===== config.mk =====
export PLATFORM = sky130hd
export DESIGN_NAME = tut4_verilog_regincr_sample_collector
export DESIGN_NICKNAME = d
export VERILOG_FILES = /design/src/rtl/tut4_verilog_regincr_collector_pkg.sv /design/src/rtl/tut4_verilog_regincr_minmax_unit.sv /design/src/rtl/tut4_verilog_regincr_sample_collector.sv
export SDC_FILE = /design/constraint.sdc
export NUM_CORES = 1
export LEC_CHECK = 0
export ABC_AREA = 1
export CAP_MARGIN = 20
export CORE_AREA = 2 2 62 64
export DETAILED_ROUTE_END_ITERATION = 7
export DIE_AREA = 0 0 64 66
export DONT_BUFFER_PORTS = 1
export PLACE_DENSITY_LB_ADDON = 0.25
export RECOVER_POWER = 100
export SLEW_MARGIN = 20
export SYNTH_ARGS = -nofsm -noshare
export SYNTH_HDL_FRONTEND = slang
export SYNTH_HIERARCHICAL = 1
export SYNTH_SLANG_ARGS = --single-unit

===== constraint.sdc =====
create_clock -name clk -period 1.8 [get_ports clk]
set_input_delay 0.36 -clock clk [delete_from_list [all_inputs] [get_ports clk]]
set_output_delay 0.36 -clock clk [all_outputs]
set_load 0.005 [all_outputs]

===== src/rtl/tut4_verilog_regincr_collector_pkg.sv =====
// Shared types and widths for the regincr sample collector.
package tut4_verilog_regincr_collector_pkg;

    localparam int unsigned SUM_W = 12;
    localparam int unsigned MSG_W = 8;
    localparam int unsigned CNT_W = 5;

    typedef enum logic [1:0] {
        IDLE    = 2'd0,
        COLLECT = 2'd1,
        DONE    = 2'd2
    } state_t;

endpackage


===== src/rtl/tut4_verilog_regincr_minmax_unit.sv =====
// Running min/max tracker for one batch of samples.
// Present only when TUT4_VERILOG_REGINCR_COLLECT_MINMAX_EN is defined.
`ifdef TUT4_VERILOG_REGINCR_COLLECT_MINMAX_EN
module tut4_verilog_regincr_minmax_unit
    import tut4_verilog_regincr_collector_pkg::*;
(
    input  logic             clk,
    input  logic             reset,
    input  logic             load,
    input  logic             update,
    input  logic [MSG_W-1:0] msg,
    output logic [MSG_W-1:0] min_val,
    output logic [MSG_W-1:0] max_val
);

    // Load restarts the batch; strict compares so ties keep the held value.
    always_ff @(posedge clk or negedge reset) begin
        if (!reset) begin
            min_val <= '0;
            max_val <= '0;
        end else if (load) begin
            min_val <= msg;
            max_val <= msg;
        end else if (update) begin
            if (msg < min_val) begin
                min_val <= msg;
            end
            if (msg > max_val) begin
                max_val <= msg;
            end
        end
    end

endmodule
`endif


===== src/rtl/tut4_verilog_regincr_sample_collector.sv =====
// Collects NSAMPLES valid/ready samples and presents their sum (and min/max
// when TUT4_VERILOG_REGINCR_COLLECT_MINMAX_EN is defined) as one result.
module tut4_verilog_regincr_sample_collector
    import tut4_verilog_regincr_collector_pkg::*;
#(
    parameter int unsigned NSAMPLES = 4
) (
    input  logic             clk,
    input  logic             reset,
    input  logic             in_val,
    output logic             in_rdy,
    input  logic [MSG_W-1:0] in_msg,
    output logic             out_val,
    input  logic             out_rdy,
    output logic [SUM_W-1:0] out_sum,
    output logic [MSG_W-1:0] out_min,
    output logic [MSG_W-1:0] out_max
);

    state_t           state;
    state_t           state_next;
    logic [CNT_W-1:0] count;
    logic [CNT_W-1:0] count_inc;
    logic             xfer_c;
    logic             load_c;
    logic             accum_c;
    logic             in_rdy_next;
    logic             out_val_next;

    assign xfer_c = in_val && in_rdy;

    // Next-state and datapath control decode.
    always_comb begin
        state_next   = state;
        load_c       = 1'b0;
        accum_c      = 1'b0;
        count_inc    = count + CNT_W'(1);
        case (state)
            IDLE: begin
                if (xfer_c) begin
                    load_c     = 1'b1;
                    state_next = COLLECT;
                end
            end
            COLLECT: begin
                if (xfer_c) begin
                    accum_c = 1'b1;
                    if (count_inc == CNT_W'(NSAMPLES)) begin
                        state_next = DONE;
                    end
                end
            end
            DONE: begin
                if (out_rdy) begin
                    state_next = IDLE;
                end
            end
            default: state_next = IDLE;
        endcase
        in_rdy_next  = (state_next != DONE);
        out_val_next = (state_next == DONE);
    end

    // Handshake flags are registered copies of the next-state decode.
    always_ff @(posedge clk or negedge reset) begin
        if (!reset) begin
            state   <= IDLE;
            in_rdy  <= 1'b1;
            out_val <= 1'b0;
            count   <= '0;
            out_sum <= '0;
        end else begin
            state   <= state_next;
            in_rdy  <= in_rdy_next;
            out_val <= out_val_next;
            if (load_c) begin
                count   <= CNT_W'(1);
                out_sum <= SUM_W'(in_msg);
            end else if (accum_c) begin
                count   <= count_inc;
                out_sum <= out_sum + SUM_W'(in_msg);
            end
        end
    end

`ifdef TUT4_VERILOG_REGINCR_COLLECT_MINMAX_EN
    tut4_verilog_regincr_minmax_unit u_minmax (
        .clk     (clk),
        .reset   (reset),
        .load    (load_c),
        .update  (accum_c),
        .msg     (in_msg),
        .min_val (out_min),
        .max_val (out_max)
    );
`else
    assign out_min = '0;
    assign out_max = '0;
`endif

endmodule


## After elaboration in Yosys (flattened, before gate mapping)

Index checks and enable logic that the tools add are counted.

| word-level totals | value |
|---|---|
| register bits | 21 |
| input port bits | 12 |
| output and inout bits | 30 |
| logic and storage cells | 27 |

| operators by class | value |
|---|---|
| add/sub/neg operators | 2 |
| equality and inequality tests | 5 |
| mux-type cells | 12 |
| reduce and logical (&&, ||, !) cells | 3 |

Operator list:

| kind | count |
|---|---|
| $mux 12 | 2 |
| $add 12x8->12 | 1 |
| $mux 5 | 2 |
| $mux 2 | 4 |
| $pmux 2 s3 | 1 |
| $add 5x1->5 const B | 1 |
| $eq 5x3->1 const B | 1 |
| $eq 2x2->1 const B | 2 |
| $mux 1 | 3 |
| $eq 2x1->1 const B | 1 |
| $logic_not 2->1 | 1 |
| $ne 2x2->1 const B | 1 |
| $reduce_bool 2->1 | 1 |
| $logic_and 1x1->1 | 1 |

## Depth between registers and ports, before layout

Gate-level depths: netlist (run 1).

| logic depth | value |
|---|---|
| depth after elaboration | 6 |
| mapped depth | 10 |
| gate-level depth less buffers | 10 |

## Worst setup path after synthesis (run 1)

Ideal clock, no wire load.

| timing path | value |
|---|---|
| path kind | register -> register |
| from | reg out_sum[0] |
| to | reg out_sum[10] |
| arrival time | 1.503 ns |
| data required time | 1.681 ns |
| slack | 0.177 ns |
| cell stages (with the launch flop) | 9 |
| clock period less this slack | 1.623 ns |
| cell sequence | dfrtp_1 > ha_1 > fa_1 > nand3_1 > nand2_1 > nand2_1 > nand2_1 > a21oi_1 > nor2_1 |

| on the way | value |
|---|---|
| cells in the longest elaborated chain, start to end | 3 |

RTL lines:

| item | RTL line | RTL |
|---|---|---|
| start, declared | tut4_verilog_regincr_sample_collector.sv:15 | `output logic [SUM_W-1:0] out_sum,` |
| start signal, assigned | tut4_verilog_regincr_sample_collector.sv:78 | `out_sum <= SUM_W'(in_msg);` |
| start signal, assigned | tut4_verilog_regincr_sample_collector.sv:81 | `out_sum <= out_sum + SUM_W'(in_msg);` |
| $add 12x8->12 | tut4_verilog_regincr_sample_collector.sv:81 |  |
| $mux 12 | tut4_verilog_regincr_sample_collector.sv:79 | `end else if (accum_c) begin` |
| $mux 12 | tut4_verilog_regincr_sample_collector.sv:76 | `if (load_c) begin` |

Every way passes these cells. The select of a mux whose other input is x is not followed.
A chain may end at the register's enable or synchronous reset.

## Final worst setup path (run 1)

| timing path | value |
|---|---|
| from | reg in_rdy |
| to | reg out_sum[3] |

| on the way | value |
|---|---|
| cells in the longest elaborated chain, start to end | 4 |
| elaborated cells on any way between the ends | 6 |
| classes of those cells | mux (4); reduce/logical (2) |

RTL lines:

| item | RTL line | RTL |
|---|---|---|
| start, declared | tut4_verilog_regincr_sample_collector.sv:11 | `output logic in_rdy,` |
| start signal, assigned | tut4_verilog_regincr_sample_collector.sv:74 | `in_rdy <= in_rdy_next;` |
| $logic_and 1x1->1 (*) | tut4_verilog_regincr_sample_collector.sv:30 | `assign xfer_c = in_val && in_rdy;` |
| $mux 1 (*) | tut4_verilog_regincr_sample_collector.sv:40, tut4_verilog_regincr_sample_collector.sv:46 |  |
| $mux 1 | tut4_verilog_regincr_sample_collector.sv:38 | `case (state)` |
| $mux 12 / $reduce_bool 2->1 (equally long branches) | - |  |

Every way passes the cells marked *; elsewhere a longest branch is shown, timed or not.

==> metrics.txt, run 1 <==
status=completed; Finished Layout Cells=between 200 and 300; Pwr per Cell Area=1530 mW/mm²; CTS tree=done; register area=roughly 530 µm²; Worst Slack Setup Final=between 0.1 and 0.15 ns; DRT Pass-1 Iters=4; Mapped Cells=210; simple-gate share of the synthesized area=33.5%; mux share of post-synthesis cell area=0%; Iteration-0 DRC Markers=slightly above 50; Slew Limit Fails=0; Final min period=1.68 ns; min-delay worst type=in -> reg; pin count of the biggest net entering global routing=22; GR Overflow Total=0; adder-cell share of the synthesized area=~8.8%; wire length on met1=1560 µm; Via-to-Cell Ratio=4.75; Yosys warning total=6; maximum fanout along the worst path=17; H-Tree Depth=1; WHS=0.128 ns; met2 WL=1440 µm; Die Height=66 µm; Core Footprint=approximately 0.0036 mm²; Routed Antenna Nets=0; Die Area=0.00422 mm²; Mapped Area=between 0.0015 and 0.002 mm²; Finished Core Util=between 40% and 50%; # Max-Cap Violations=0; num rows=22; Setup violations, final=0; worst-margin pin slew=approximately 1.1 ns; sequential share of the synthesized area=34.8%; Pwr Total=2.38 mW; GPL Wtd Cong=around 0.85; io pins=between 40 and 50; fill count=roughly 400; setup TNS=0 ns; Fin Clk Skew=0.00586 ns; hold depth=1; Startpoint Class=flop; Hold Path Sink=out_val$_DFF_PN0_; finished layout cell area=around 0.0016 mm²; CTS sink cnt=21; vias in the first global route=between 1k and 1.5k; root buf cell=clkbuf_4; Initial Util=a little over two fifths; R2R cell count=7; ANT cells=0; post-synthesis xor/xnor area fraction=under 10%; Max VDD drop=about 0.62 mV; Num CTS Buffers=3; met3 wire len=~120 µm; FF+latch count, synth=21; Critical Path RT=about 2.0 ns; DP Area=0.00151 mm²; CP arrival=1.90 ns; dpl cells=roughly 260; drt drc=0; area taken by multi-input logic gates=842 µm²; Layout Area Growth over Synthesis=2.48%; Die Width=64 µm; Reg clk slew, reported paths=approximately 0.13 ns; IO buf count=0; Nets=between 200 and 250; layout cells sized above 1=under 10%; Avg Inst Size Synth=7.22 µm²; clock latency at the later pin of the worst-skew pair=~0.32 ns; initial antenna violation count=0; largest family of logic cells by synthesized area=simple AND/OR/NAND/NOR gates; Top Layer Used=met4; Routed WL=roughly 3100 µm; first-pass GRT wire length=approximately 5300 µm; Worst R2R Start=in_rdy$_DFF_PN1_; Setup CP Type=reg -> reg; Hold Vio Cnt, Final=0; via count=roughly 1.2k; worst hold path startpoint=out_rdy; period utilization=roughly 93%; Slew HR=between 20% and 30%; CP Capture Type=flop; Bufs on Longest Clock Path=2; hpwl dp=between 2000 and 2500 µm; setup slack, reg-to-reg=roughly 0.12 ns; FMAX=between 500 and 600 MHz; Compound-Gate Fraction of Synth Area=6.85%; post-synthesis cell type count=27; pre-CTS setup slack=approximately 0.066 ns; Worst R2R End=out_sum[3]$_DFFE_PN0P_; leakage=roughly 0.82 nW; GRT Overall Usage=16.2%; Routed wire per std cell=~12 µm
[metal layers]
layer	global-route usage (%)	vias up
met4	4.08	0
met5	0	-
li1	-	653
met2	25.8	24
met3	4.77	2
met1	21.6	566
[sequential cells by signal, summed over array words and instances, names as in the netlist]
name and count:
out_sum 12, in_rdy 1, out_val 1, count 5, state 2
[how the worst max path moves through the flow]
stage,end,from,slack [ns],cells after the start
floorplan,out_sum[10]$_DFFE_PN0P_,out_sum[0]$_DFFE_PN0P_,0.18,8
global placement,out_sum[6]$_DFFE_PN0P_,in_msg[0],0.11,10
detailed placement,out_sum[6]$_DFFE_PN0P_,out_sum[0]$_DFFE_PN0P_,0.07,10
CTS,out_sum[6]$_DFFE_PN0P_,out_sum[0]$_DFFE_PN0P_,0.04,10
global route,out_sum[6]$_DFFE_PN0P_,out_sum[0]$_DFFE_PN0P_,-0.003,10
finish,out_sum[3]$_DFFE_PN0P_,in_rdy$_DFF_PN1_,0.12,7
[where the power goes]
| group | internal, mW | switching, mW |
|---|---|---|
| logic | 0.487 | 0.758 |
| clock network | 0.0849 | 0.170 |
| registers | 0.656 | 0.222 |
| total | 1.23 | 1.15 |
[worst max-delay path, cell delays in order (launching register included)]
cell and delay (ns):
dfstp_1 0.58, nand2_2 0.10, nor2_4 0.10, inv_2 0.15, nor2_1 0.25, inv_2 0.15
o211ai_1 0.18, nand2_1 0.07
[layout by cell type (no fill, tap or decap), drive strengths merged, types with 2 or more instances in the layout]
cell type and instances:
nand3 24, dfrtp 20, nand2 67, inv 21, clkbuf 5, nand4 2, ha 9, a21oi 5
nor2 25, o21ai 4, xor2 2, conb 16, o211ai 2, o22ai 3
[logic make-up after synthesis]
group,Yosys count
and+or+nand+nor,119
adders and majority gates,10
DFF,21
other,1
buffers and inverters,39
xor gates and xnor gates,3
AOI/OAI and AO/OA,17
[layout make-up]
| class | instances | share of cell area (%) |
|---|---|---|
| tap | 48 | 3.87 |
| inverter | 21 | 5.08 |
| clock inverter | 1 | 0.483 |
| timing repair buffer | 3 | 0.967 |
| multi-input combinational | 165 | 54.2 |
| clock buffer | 3 | 1.45 |
| sequential | 21 | 33.9 |
[repair_timing]
item	4_1_cts	5_1_grt
setup endpoints to repair	0	5
buffers inserted	0	0
hold endpoints to repair	21	0
gates resized for setup	0	7
hold buffers	1	0
[synthesized netlist by cell type]
library cell	n	area share, %
dfstp_2	1	1.7
inv_4	1	0.41
dfrtp_1	20	33
nand4_1	2	0.83
o311ai_1	1	0.58
nor2_2	1	0.41
nand3_1	24	7.9
o21ai_0	4	1.3
nor2_4	2	1.5
nand2_2	2	0.83
buf_4	17	8.4
o22ai_1	3	1.2
buf_2	1	0.33
a22o_1	1	0.58
xor2_1	2	1.2
inv_2	1	0.25
nand2_1	65	16
o211ai_1	2	0.99
inv_1	19	4.7
xnor2_1	1	0.58
o21bai_1	1	0.50
ha_1	9	7.4
fa_1	1	1.3
conb_1	1	0.25
nand3b_1	1	0.50
nor2_1	22	5.5
a21oi_1	5	1.7
(Power assumes the default switching activity.)
==> run 2, diff against run 1 <==
--- a/config.mk
+++ b/config.mk
@@ -12,3 +12,2 @@
 export DIE_AREA = 0 0 64 66
-export DONT_BUFFER_PORTS = 1
 export PLACE_DENSITY_LB_ADDON = 0.25
==> constraint.sdc (replaced) <==
create_clock -name clk -period 1.8 [get_ports clk]
set_input_delay 0.45 -clock clk [delete_from_list [all_inputs] [get_ports clk]]
set_output_delay 0.45 -clock clk [all_outputs]
set_load 0.005 [all_outputs]
==> run 2 against run 1 <==
Against the previous run: register-to-register slack improved by 0.02 ns; non-clock buffer count is 45 higher; combinational power up 49%; core utilization up 13 points; worst setup slack lost 0.054 ns; worst hold slack better by 0.27 ns; first-iteration DRC count is 65% higher; critical path type is now reg -> out; critical endpoint is now out_sum[5]; highest routed layer unchanged.
==> metrics.txt, run 2 (synthesized netlist as in run 1, its figures left out) <==
DRT Pass-1 Iters=4; root buf cell=clkbuf_4; Largest register FFs=12; Final min period=about 1.7 ns; Reg power frac=between 20% and 30%; FMAX=~580 MHz; GRT Overall Usage=17.2%; leakage=1.06 nW; unrepaired setup endpoints after global routing=false; CP arrival=1.28 ns; Crit path max-delay family=buffers and inverters; Worst Slack Setup Final=roughly 0.066 ns; clock power share=around 8.5%; Hold Vio Cnt, Final=0; Reg clk slew, reported paths=between 0.1 and 0.15 ns; WP buf/inv=1; Slew Limit Fails=0; Via-to-Cell Ratio=4.68; io pins=42; commonest non-fill, non-tap cell in the layout=nand2_1; Worst R2R End=out_sum[2]$_DFFE_PN0P_; period utilization=between 90% and 100%; hold depth=3; Num CTS Buffers=3; GPL Wtd Cong=slightly below 0.9; finished layout cell area=0.00203 mm²; # Max-Cap Violations=0; Die Area=0.00422 mm²; min-delay worst type=in -> reg; Worst R2R Start=out_sum[0]$_DFFE_PN0P_; Layout Area Growth over Synthesis=33.8%; CP max stage cell=clkdlybuf4s50_1; Hold Path Sink=out_sum[0]$_DFFE_PN0P_; clock latency at the later pin of the worst-skew pair=about 0.31 ns; CP Capture Type=output pin; Slew HR=between 60% and 70%; Pwr per Cell Area=between 1000 and 1500 mW/mm²; Max VDD drop=0.764 mV; Setup CP Type=reg -> out; biggest regs=out_sum: 12 flops, count: 5 flops, state: 2 flops; slowest cell delay on critical path=between 0.5 and 0.6 ns; Die Height=about 66 µm; Bufs on Longest Clock Path=2; Routed Antenna Nets=0; IO buf count=25; pin count of the biggest net entering global routing=22; GR Overflow Total=0; commonest non-fill, non-tap cells in the layout=64 x nand2_1, 22 x nand3_1, 22 x nor2_1, 20 x inv_1, 20 x dfrtp_1; pre-CTS setup slack=-0.411 ns; Finished Layout Cells=between 300 and 400; setup slack, reg-to-reg=0.14 ns; ANT cells=0; Comb pwr share=63.2%; Net Switching=~1.3 mW; Routed wire per std cell=11.0 µm; Startpoint Class=flop; Power Internal=1.68 mW; Routed WL=roughly 3400 µm; Fin Clk Skew=between 0.004 and 0.005 ns; layout cells sized above 1=between 10% and 20%; Setup violations, final=0; Nets=~280; via count=1438; CP cell instances=clkdlybuf4s50_1; Core Footprint=around 0.0036 mm²; Pwr Total=a little under 3 mW; status=completed; hpwl dp=2620 µm; num rows=22; Die Width=64 µm; H-Tree Depth=1; setup TNS=0 ns; Iteration-0 DRC Markers=between 80 and 90; vias in the first global route=1320; Initial Util=between 40% and 50%; first-pass GRT wire length=5720 µm; Largest Register=out_sum; CTS sink cnt=21; dpl cells=around 300; worst hold path startpoint=in_msg[0]; maximum fanout along the worst path=3; CTS tree=done; initial antenna violation count=0; Sw Ratio=approximately 43%; R2R cell count=6; Critical Path RT=between 1 and 1.5 ns; drt drc=0; DP Area=0.00191 mm²; worst-margin pin slew=around 0.55 ns; fill count=about 340
## run 2: cell types whose count changed in the layout (fill, tap and decap cells not counted), moves of 4 or more
| cell | change |
|---|---|
| dlymetal6s2s_1 | +4 |
| ha_4 | +4 |
| clkdlybuf4s50_1 | +18 |
| buf_4 | +17 |
| ha_1 | -4 |
## run 2: through the flow
step	hold WS (ns)	util, %
after floorplan	0.154	-
after global placement	0.497	53.9
after detailed placement	0.498	53.9
after CTS	0.471	55.0
after global routing	0.415	57.1
final	0.395	57.1
## run 2: metal layers
layer	track usage, %	part of all wire [%]	up-vias	wire [µm]
met3	1.70	2.9	4	98
li1	-	-	739	-
met1	23.2	48	667	1630
met5	0	0	-	0
met4	5.98	1.1	0	36
met2	28.5	48	28	1630
## run 2: worst max-delay path by stage
stage | startpoint | to | slack (ns) | cells past startpoint
2_1_floorplan | in_msg[0] | out_sum[10]$_DFFE_PN0P_ | 0.12 | 8
3_3_place_gp | in_msg[0] | out_sum[6]$_DFFE_PN0P_ | -0.37 | 11
3_5_place_dp | in_msg[0] | out_sum[10]$_DFFE_PN0P_ | -0.41 | 9
4_1_cts | in_msg[0] | out_sum[10]$_DFFE_PN0P_ | 0.03 | 9
5_1_grt | out_sum[5]$_DFFE_PN0P_ | out_sum[5] | 0.003 | 1
6_report | out_sum[5]$_DFFE_PN0P_ | out_sum[5] | 0.07 | 1
## run 2: repair_timing
action / 4_1_cts / 5_1_grt
pin swaps: 0 / 2
gates cloned: 0 / 0
setup buffers: 1 / 0
hold buffers: 0 / 0
gates resized for setup: 3 / 15
setup endpoints to repair: 4 / 6
## run 2: layout make-up
type	count	area, µm²	share of cell area (%)
multi-input cells	165	910	44.9
flip-flops and latches	21	527	26.0
repair buffers	48	422	20.8
inverters	21	81.3	4.01
well taps	48	60.1	2.96
clock buffers	3	22.5	1.11
clock inverters	1	5.00	0.247
## run 2: power by group through the flow
| stage | logic, mW | registers (mW) | clock network, mW |
|---|---|---|---|
| 2_1_floorplan | 1.05 | 0.823 | 0 |
| 6_report | 1.86 | 0.834 | 0.251 |
| 3_5_place_dp | 1.76 | 0.827 | 0 |
| 3_3_place_gp | 1.73 | 0.823 | 0 |
| 4_1_cts | 1.77 | 0.818 | 0.257 |
| 5_1_grt | 2.10 | 0.867 | 0.283 |
